File: src/rtl/sprite_loader_pkg.sv
// sprite_loader_pkg: shared sprite geometry, RGBA nibble bit positions and loader FSM encoding
package sprite_loader_pkg;
  localparam int SPRITE_LINES = 16;
  localparam int SPRITE_LINE_BITS = 64;
  localparam int SPRITE_BYTES_PER_LINE = SPRITE_LINE_BITS / 8;
  localparam int RGBA_R = 0;
  localparam int RGBA_G = 1;
  localparam int RGBA_B = 2;
  localparam int RGBA_A = 3;
  typedef enum logic [1:0] {
    IDLE = 2'd0,
    LOAD = 2'd1,
    PENDING = 2'd2
  } state_t;
endpackage

File: src/rtl/sprite_line_ram.sv
// sprite_line_ram: two banks of sprite lines, synchronous write and asynchronous read
module sprite_line_ram
  import sprite_loader_pkg::*;
#(
  parameter int LINES = SPRITE_LINES,
  parameter int LINE_BITS = SPRITE_LINE_BITS
) (
  input  logic                     clk,
  input  logic                     we,
  input  logic                     wr_bank,
  input  logic [$clog2(LINES)-1:0] wr_line,
  input  logic [LINE_BITS-1:0]     wr_data,
  input  logic                     rd_bank,
  input  logic [$clog2(LINES)-1:0] rd_line,
  output logic [LINE_BITS-1:0]     rd_data
);
  logic [LINE_BITS-1:0] mem [2][LINES];
  // contents are deliberately left unreset; the loader's valid flags mask stale data
  always_ff @(posedge clk) begin
    if (we) mem[wr_bank][wr_line] <= wr_data;
  end
  assign rd_data = mem[rd_bank][rd_line];
endmodule

File: src/rtl/sprite_loader.sv
// sprite_loader: packs a byte stream into a double-buffered sprite line RAM, swapping banks on frame sync
module sprite_loader
  import sprite_loader_pkg::*;
#(
  parameter int LINES = SPRITE_LINES,
  parameter int LINE_BITS = SPRITE_LINE_BITS
) (
  input  logic                     clk,
  input  logic                     reset,
  input  logic [7:0]               in_data,
  input  logic                     in_valid,
  input  logic                     in_sof,
  output logic                     in_ready,
  input  logic                     frame_sync,
  input  logic [$clog2(LINES)-1:0] rd_line,
  output logic [LINE_BITS-1:0]     rd_bits,
  output logic                     busy,
  output logic                     loaded,
  output logic                     sync_err
);
  localparam int BYTES_PER_LINE = LINE_BITS / 8;
  localparam int LW = $clog2(LINES);
  localparam int BW = $clog2(BYTES_PER_LINE);
  state_t state, state_next;
  logic [BW-1:0] byte_cnt;
  logic [LW-1:0] line_cnt;
  logic [LINE_BITS-9:0] asm_reg;
  logic bank_sel;
  logic [1:0] valid;
  logic accept, we, restart, err, swap;
  logic [LINE_BITS-1:0] ram_rd;
  assign in_ready = state != PENDING;
  assign busy = state != IDLE;
  assign accept = in_valid && in_ready;
  // next state plus the per-cycle strobes that steer the datapath
  always_comb begin
    state_next = state;
    we = 1'b0;
    restart = 1'b0;
    err = 1'b0;
    swap = 1'b0;
    case (state)
      IDLE: begin
        restart = accept && in_sof;
        err = accept && !in_sof;
        state_next = restart ? LOAD : IDLE;
      end
      LOAD: begin
        restart = accept && in_sof;
        err = restart;
        we = accept && !in_sof && byte_cnt == BW'(BYTES_PER_LINE - 1);
        state_next = (we && line_cnt == LW'(LINES - 1)) ? PENDING : LOAD;
      end
      PENDING: begin
        swap = frame_sync;
        state_next = frame_sync ? IDLE : PENDING;
      end
      default: state_next = IDLE;
    endcase
  end
  // state register
  always_ff @(posedge clk or posedge reset) begin
    if (reset) state <= IDLE;
    else state <= state_next;
  end
  // byte assembly, line counting, bank selection and status pulses
  always_ff @(posedge clk or posedge reset) begin
    if (reset) begin
      byte_cnt <= '0;
      line_cnt <= '0;
      asm_reg <= '0;
      bank_sel <= 1'b0;
      valid <= 2'b00;
      loaded <= 1'b0;
      sync_err <= 1'b0;
    end else begin
      loaded <= swap;
      sync_err <= err;
      if (restart) begin
        asm_reg <= (LINE_BITS - 8)'(in_data);
        byte_cnt <= BW'(1);
        line_cnt <= '0;
      end else if (accept && state == LOAD) begin
        asm_reg <= {asm_reg[LINE_BITS-17:0], in_data};
        byte_cnt <= byte_cnt + 1'b1;
        if (we && line_cnt != LW'(LINES - 1)) line_cnt <= line_cnt + 1'b1;
      end
      if (swap) begin
        bank_sel <= ~bank_sel;
        valid[~bank_sel] <= 1'b1;
      end
    end
  end
  sprite_line_ram #(.LINES(LINES), .LINE_BITS(LINE_BITS)) u_ram (
    .clk(clk),
    .we(we),
    .wr_bank(~bank_sel),
    .wr_line(line_cnt),
    .wr_data({asm_reg, in_data}),
    .rd_bank(bank_sel),
    .rd_line(rd_line),
    .rd_data(ram_rd)
  );
  assign rd_bits = valid[bank_sel] ? ram_rd : '0;
endmodule

File: config.mk
export PLATFORM = sky130hd
export DESIGN_NAME = sprite_loader
export DESIGN_NICKNAME = d
export VERILOG_FILES = /design/src/rtl/sprite_loader_pkg.sv /design/src/rtl/sprite_line_ram.sv /design/src/rtl/sprite_loader.sv
export SDC_FILE = /design/constraint.sdc
export NUM_CORES = 2
export LEC_CHECK = 0
export ABC_AREA = 1
export ABC_CLOCK_PERIOD_IN_PS = 5400
export BUFFER_PORTS_ARGS = -buffer_cell sky130_fd_sc_hd__buf_2
export CAP_MARGIN = 20
export CORE_AREA = 3 3 379 381
export CTS_CLUSTER_DIAMETER = 120
export CTS_CLUSTER_SIZE = 10
export DETAILED_ROUTE_END_ITERATION = 12
export DIE_AREA = 0 0 382 384
export PLACE_DENSITY_LB_ADDON = 0.08
export RECOVER_POWER = 25
export SYNTH_ARGS = -nofsm -noshare
export SYNTH_HDL_FRONTEND = slang
export SYNTH_SLANG_ARGS = --single-unit
export TNS_END_PERCENT = 30
File: constraint.sdc
create_clock -name clk -period 5.4 [get_ports clk]
set_input_delay 0.27 -clock clk [delete_from_list [all_inputs] [get_ports clk]]
set_output_delay 0.27 -clock clk [all_outputs]
set_load 0.02 [all_outputs]
* Yosys cells after proc, flatten, opt, wreduce, memory -nomap -nowiden
Memories as Yosys holds them, arrays and structs flattened.
Cells that the tools add are included.
** Storage, ports and cells
- Bits in read-only memories :: 0
- Memory bits (writable) :: 2048
- Memories :: 1
- Word-level logic and storage cells :: 70
- Flip-flop bits (word level) :: 70
- Latch bits :: 0
** Operators by class
- $add $sub $neg :: 2
- $lt $le $gt $ge :: 6
- Bitwise operators :: 4
- Reduce and logical (&&, ||, !) cells :: 16
- Multiply operators :: 0
- Shifts and indexed selects :: 0
- Mux-type cells :: 27
- Equal/unequal tests :: 6
- Divide/modulo/power cells :: 0
** Memory list
- u_ram.mem :: depth 2, bits a word 1024, rd ports 1, clocked after Yosys merged registers in 0, write ports 1, RTL line sprite_line_ram.sv:17 : logic [LINE_BITS-1:0] mem [2][LINES];
** Operators by type and width (count)
- 1024-bit two-way mux :: 1
- 64-bit binary-select mux with 4-bit select :: 1
- 64-bit demux with 4-bit select :: 1
- 64-bit two-way mux :: 4
- 56-bit two-way mux :: 2
- 4-bit two-way mux :: 3
- 5-bit greater-or-equal comparator, second input constant :: 2
- 4-bit inverter with 5-bit output :: 2
- 1-bit logical AND :: 9
- 1-bit two-way mux :: 8
- 3-bit two-way mux :: 2
- 2-bit case mux with 3 select lines :: 1
- 2-bit nonzero test :: 3
- 5-bit by 1-bit < comparator with 1-bit output, second input constant :: 1
- 4-bit by 1-bit adder with 4-bit output, second input constant :: 1
- 4-bit == test, second input constant :: 1
- 1-bit by 2-bit < comparator with 1-bit output, second input constant :: 2
- 2-bit two-way mux :: 2
- 4-bit != test, second input constant :: 1
- 3-bit by 1-bit adder with 3-bit output, second input constant :: 1
- 3-bit == test, second input constant :: 1
- 2-bit by 1-bit == test with 1-bit output, second input constant :: 1
- 2-bit == test, second input constant :: 1
- 2-bit logical NOT :: 1
- other kinds (9) :: 9

* Longest topological paths before layout
- Depth in word-level cells :: 9
- Mapped depth :: 13
- Mapped depth without buffers :: 9

* Hierarchy
A second synthesis with hierarchy kept.
** Unflattened totals
- Cells, all modules :: 7234
- Area, all modules :: 85709.7 um^2
** Modules (own cells, without submodules)
- sprite_line_ram :: cells each 6701, area an instance 81924.8 um^2, seq. area each 61499.0 um^2, instances 1
- sprite_loader :: cells each 533, area an instance 3784.9 um^2, seq. area each 1751.7 um^2, instances 1

* Worst setup path after synthesis
OpenSTA, ideal clock, no wires.
- Kind :: reg-to-reg
- Start :: register bank_sel
- End :: memory u_ram.mem[0][512] (netlist name), enable pin
- Buffers on the path :: 5
- Stages on the path, launching flop included :: 8
- Clock period less this slack :: 4328 ps
- Path slack :: 1072 ps
- Setup time :: 486 ps
- Arrival :: 3842 ps
- Cell sequence :: dfrtp_1 -> buf_6 -> inv_4 -> buf_6 -> buf_4 -> buf_2 -> buf_1 -> nor2_1
** On the way
- Word-level cells in the longest chain between the ends :: 1
** RTL lines
- from (decl) :: RTL line sprite_loader.sv:28 : logic bank_sel;
- from (signal assigned) :: RTL line sprite_loader.sv:89 : bank_sel <= ~bank_sel;
- 1-bit inverter :: RTL line sprite_loader.sv:97 : .wr_bank(~bank_sel),
- to (decl) :: RTL line sprite_line_ram.sv:17
Every way passes these cells.

* Worst setup path after layout
- Start :: register bank_sel
- End :: output rd_bits[50]
** On the way
- Word-level cells in the longest chain between the ends :: 5
- Elaborated cells between the ends (all ways) :: 7
- Classes of those cells :: mux (6); memory (1)
** RTL lines
- memory 2 x 1024 bit
- 64-bit binary-select mux with 4-bit select :: RTL line sprite_line_ram.sv:22 : assign rd_data = mem[rd_bank][rd_line];
- 64-bit two-way mux (not written as such) (2 in series) :: RTL line sprite_line_ram.sv:22
- 64-bit two-way mux * :: RTL line sprite_loader.sv:104 : assign rd_bits = valid[bank_sel] ? ram_rd : '0;
- to (decl) :: RTL line sprite_loader.sv:16 : output logic [LINE_BITS-1:0] rd_bits,
Every way passes the cells marked *; elsewhere a longest branch is shown, timed or not. The select of a mux whose other input is x is not followed.

==> results.md <==
- Status: finished with violations
- FP Rows: ~140
- Length of routed met3 wiring: 25,670 um
- Slew Viols, Final: a little over 200
- Avg Vias per Cell: 6.141
- Total number of vias: roughly 58,000
- Cells on worst reg2reg path: 4
- Final-report setup violation count: 0
- Setup crit end: rd_bits[50]
- Die area: between 100,000 and 150,000 um2
- Post-Layout Inst Area: around 95,000 um2
- Initial antenna violation count: 5
- Tmin final: roughly 4.7 ns
- Final hold violations: 0
- Final Wtd Congestion: roughly 0.79
- Max H-tree Level: 4
- Worst flop-to-flop path startpoint: bank_sel
- Layout cells sized above 1: 0.06602
- Die width: around 380 um
- Drt drc: 0
- Power consumption: around 36 mW
- Setup crit start kind: flop
- Yosys cell types: 28
- CORE AREA: approximately 140,000 um2
- FF+latch count, synth: ~2,100
- RSZ-0062 raised after global routing: false
- DR iter-0 viols: between 7,000 and 8,000
- Worst Tran Pin Value: about 1.7 ns
- Setup TNS: 0 ns
- Dpl hpwl: approximately 110,000 um
- Met2 WL: between 100,000 and 150,000 um
- Leakage: 35.14 nW
- Relative slew slack: -0.1054
- DR top layer: met5
- Worst skew pair latency: between 0.8 and 0.9 ns
- Fill count: 10,296
- DR pass1 iterations: 5
- Synth warn: 0
- Area growth syn-to-layout: 10.57%
- Clock sink count: about 2,100
- Avg Inst Size Synth: roughly 12 um2
- Min-Delay Path Class: in2reg
- Post-Synthesis Cells: approximately 7,300
- VDD IR max: approximately 0.34 mV
- Worst EP required: 5.13 ns
- Crit Path Max Fanout: between 150 and 200
- Arrival time at the worst endpoint: approximately 4.5 ns
- Reg clk slew, reported paths: around 0.050 ns
- Sequential element share of the synthesized area: 0.7388
- Area after DPL: 88,070 um2
- Max reg flops: ~2,000
- Nets: between 7,000 and 8,000
- Failing checks: max-capacitance violations, max-slew violations
- Register-to-register setup slack: ~1.4 ns
- Avg WL per Cell: 25.84 um
- Fin worst setup slack: around 0.68 ns
- Cts bufs inserted: around 230
- Final worst-path cycle share: 0.8736
- Global-route wire length before repair: 356,000 um
- Hold Worst Slack: between 0.08 and 0.09 ns
- Placed insts: 8,976
- ANT nets after route: 0
- Port Buffer Count: 84
- Largest net degree at the start of global routing: roughly 230
- CP startpoint: bank_sel
- FMAX: 212.0 MHz
- Grt ovf: 0
- Initial cell density of the core: 0.6076
- Final clock skew: approximately 0.026 ns
- Finished Core Util: 0.6718
- Root Driver: clkbuf_16
- Gr usage total: 0.3292
- Total wire length: approximately 240,000 um
- Clk buf depth: 3
- Synthesized area: around 86,000 um2
- Vias in the first global route: between 50,000 and 60,000
- Wl on met1: ~95,000 um
- CTS tree: done
- Critical Path Sink Type: output pin
- Max-cap violations: 6
- Fin cells: about 9,400
- DIE HEIGHT: 384 um
- PwrDens: ~380 nW/um2
- Reg-to-Reg End: u_ram.mem[0][709]
- Pre-CTS setup slack: approximately 1.7 ns
- IO Count: 85
- Critical path class: reg2out
- Syn_nets: 7,357
==> Yosys cell counts <==
cell,count,area (um2)
nor2_4,3,33.78
nand3_1,1607,8043
o21ai_2,1,8.760
clkinv_2,1,5.000
buf_1,51,191.4
buf_6,6,67.56
clkinv_1,1,3.750
a21oi_2,1,8.760
ha_1,6,75.07
o22ai_1,1,6.260
nand2_1,2750,10320
inv_2,2,7.510
xor2_1,2,17.52
buf_2,274,1371
or2_2,1,6.260
inv_4,1,6.260
dfrtp_1,70,1752
inv_1,95,356.6
o21ai_0,33,165.2
buf_4,40,300.3
o21bai_1,1,7.510
nor3_1,24,120.1
nand4_1,1,6.260
o21ai_1,3,15.01
edfxtp_1,2048,61500
a21oi_1,39,195.2
nor2_1,178,668.1
clkbuf_1,94,352.8
==> how the worst min path moves through the flow <==
stage	from	cells after the start	end
2_1_floorplan	in_data[0]	0	u_ram.mem[0][0]
3_3_place_gp	reset	2	sync_err
3_5_place_dp	reset	2	sync_err
4_1_cts	in_valid	5	state[0]
5_1_grt	in_valid	5	state[0]
6_report	in_valid	5	state[0]
==> area by class of cell <==
type	instances	area (um2)	share of cell area
well taps	1890	2365	0.02498
clock inverters	11	113.9	0.001203
flip-flops and latches	2118	63250	0.6682
diodes	3	7.507	0.00007931
multi-input cells	4651	19950	0.2107
clock buffers	364	6344	0.06702
inverters	100	421.7	0.004454
repair buffers	239	2206	0.02330
==> report_power, final <==
| group | leakage, nW | total, mW | internal [mW] | switching, mW |
|---|---|---|---|---|
| Clock | 3.09 | 13.9 | 7.91 | 6.01 |
| Combinational | 12.3 | 2.95 | 0.768 | 2.18 |
| Sequential | 19.7 | 18.8 | 18.4 | 0.378 |
| Total | 35.1 | 35.7 | 27.1 | 8.57 |
==> critical path: stages, from the launching register on <==
cell and delay [ns]:
dfrtp_4 1.12, buf_12 0.62, buf_4 0.60, nand2_1 0.11, nand3_1 0.10, nand3_1 0.09
nand2_1 0.10, nand2_1 0.05, nand3_1 0.11, nand2_1 0.06, nor2_1 0.17, buf_2 0.19
==> cells in the final DEF (no fill, tap or decap), types with 2 or more instances in the layout <==
cell and instances:
inv_6 8, inv_2 2, buf_4 79, buf_6 2
ha_1 6, nand3_1 1607, diode_2 3, nor3_1 24
clkbuf_1 151, buf_12 49, nor2_1 146, nand2_1 2750
dlygate4sd3_1 14, buf_8 2, xor2_1 2, inv_1 93
o21ai_0 33, clkbuf_16 234, clkinv_8 3, inv_16 2
o21ai_1 3, buf_2 72, edfxtp_1 2048, dfrtp_1 69
a21oi_1 39, nor2_4 35
==> logic make-up after synthesis <==
logic type                 Yosys count  share of synthesized area
buffers and inverters              565                    0.03110
DFF                               2118                     0.7388
adders and majority gates            6                  0.0008769
xor gates and xnor gates             2                  0.0002046
and+or+nand+nor                   4564                     0.2243
AOI/OAI and AO/OA                   79                   0.004750
==> routing by layer <==
layer | vias up | GRT usage
met5 | - | 0
met4 | 4 | 0.1174
met3 | 537 | 0.05777
met2 | 3344 | 0.5189
met1 | 28176 | 0.4681
li1 | 25517 | -
==> repair_timing <==
action,in CTS,in global routing
hold endpoints to repair,282,0
hold buffers,14,0
gates resized for setup,0,0
buffers inserted,0,0
(Power assumes the default switching activity.)
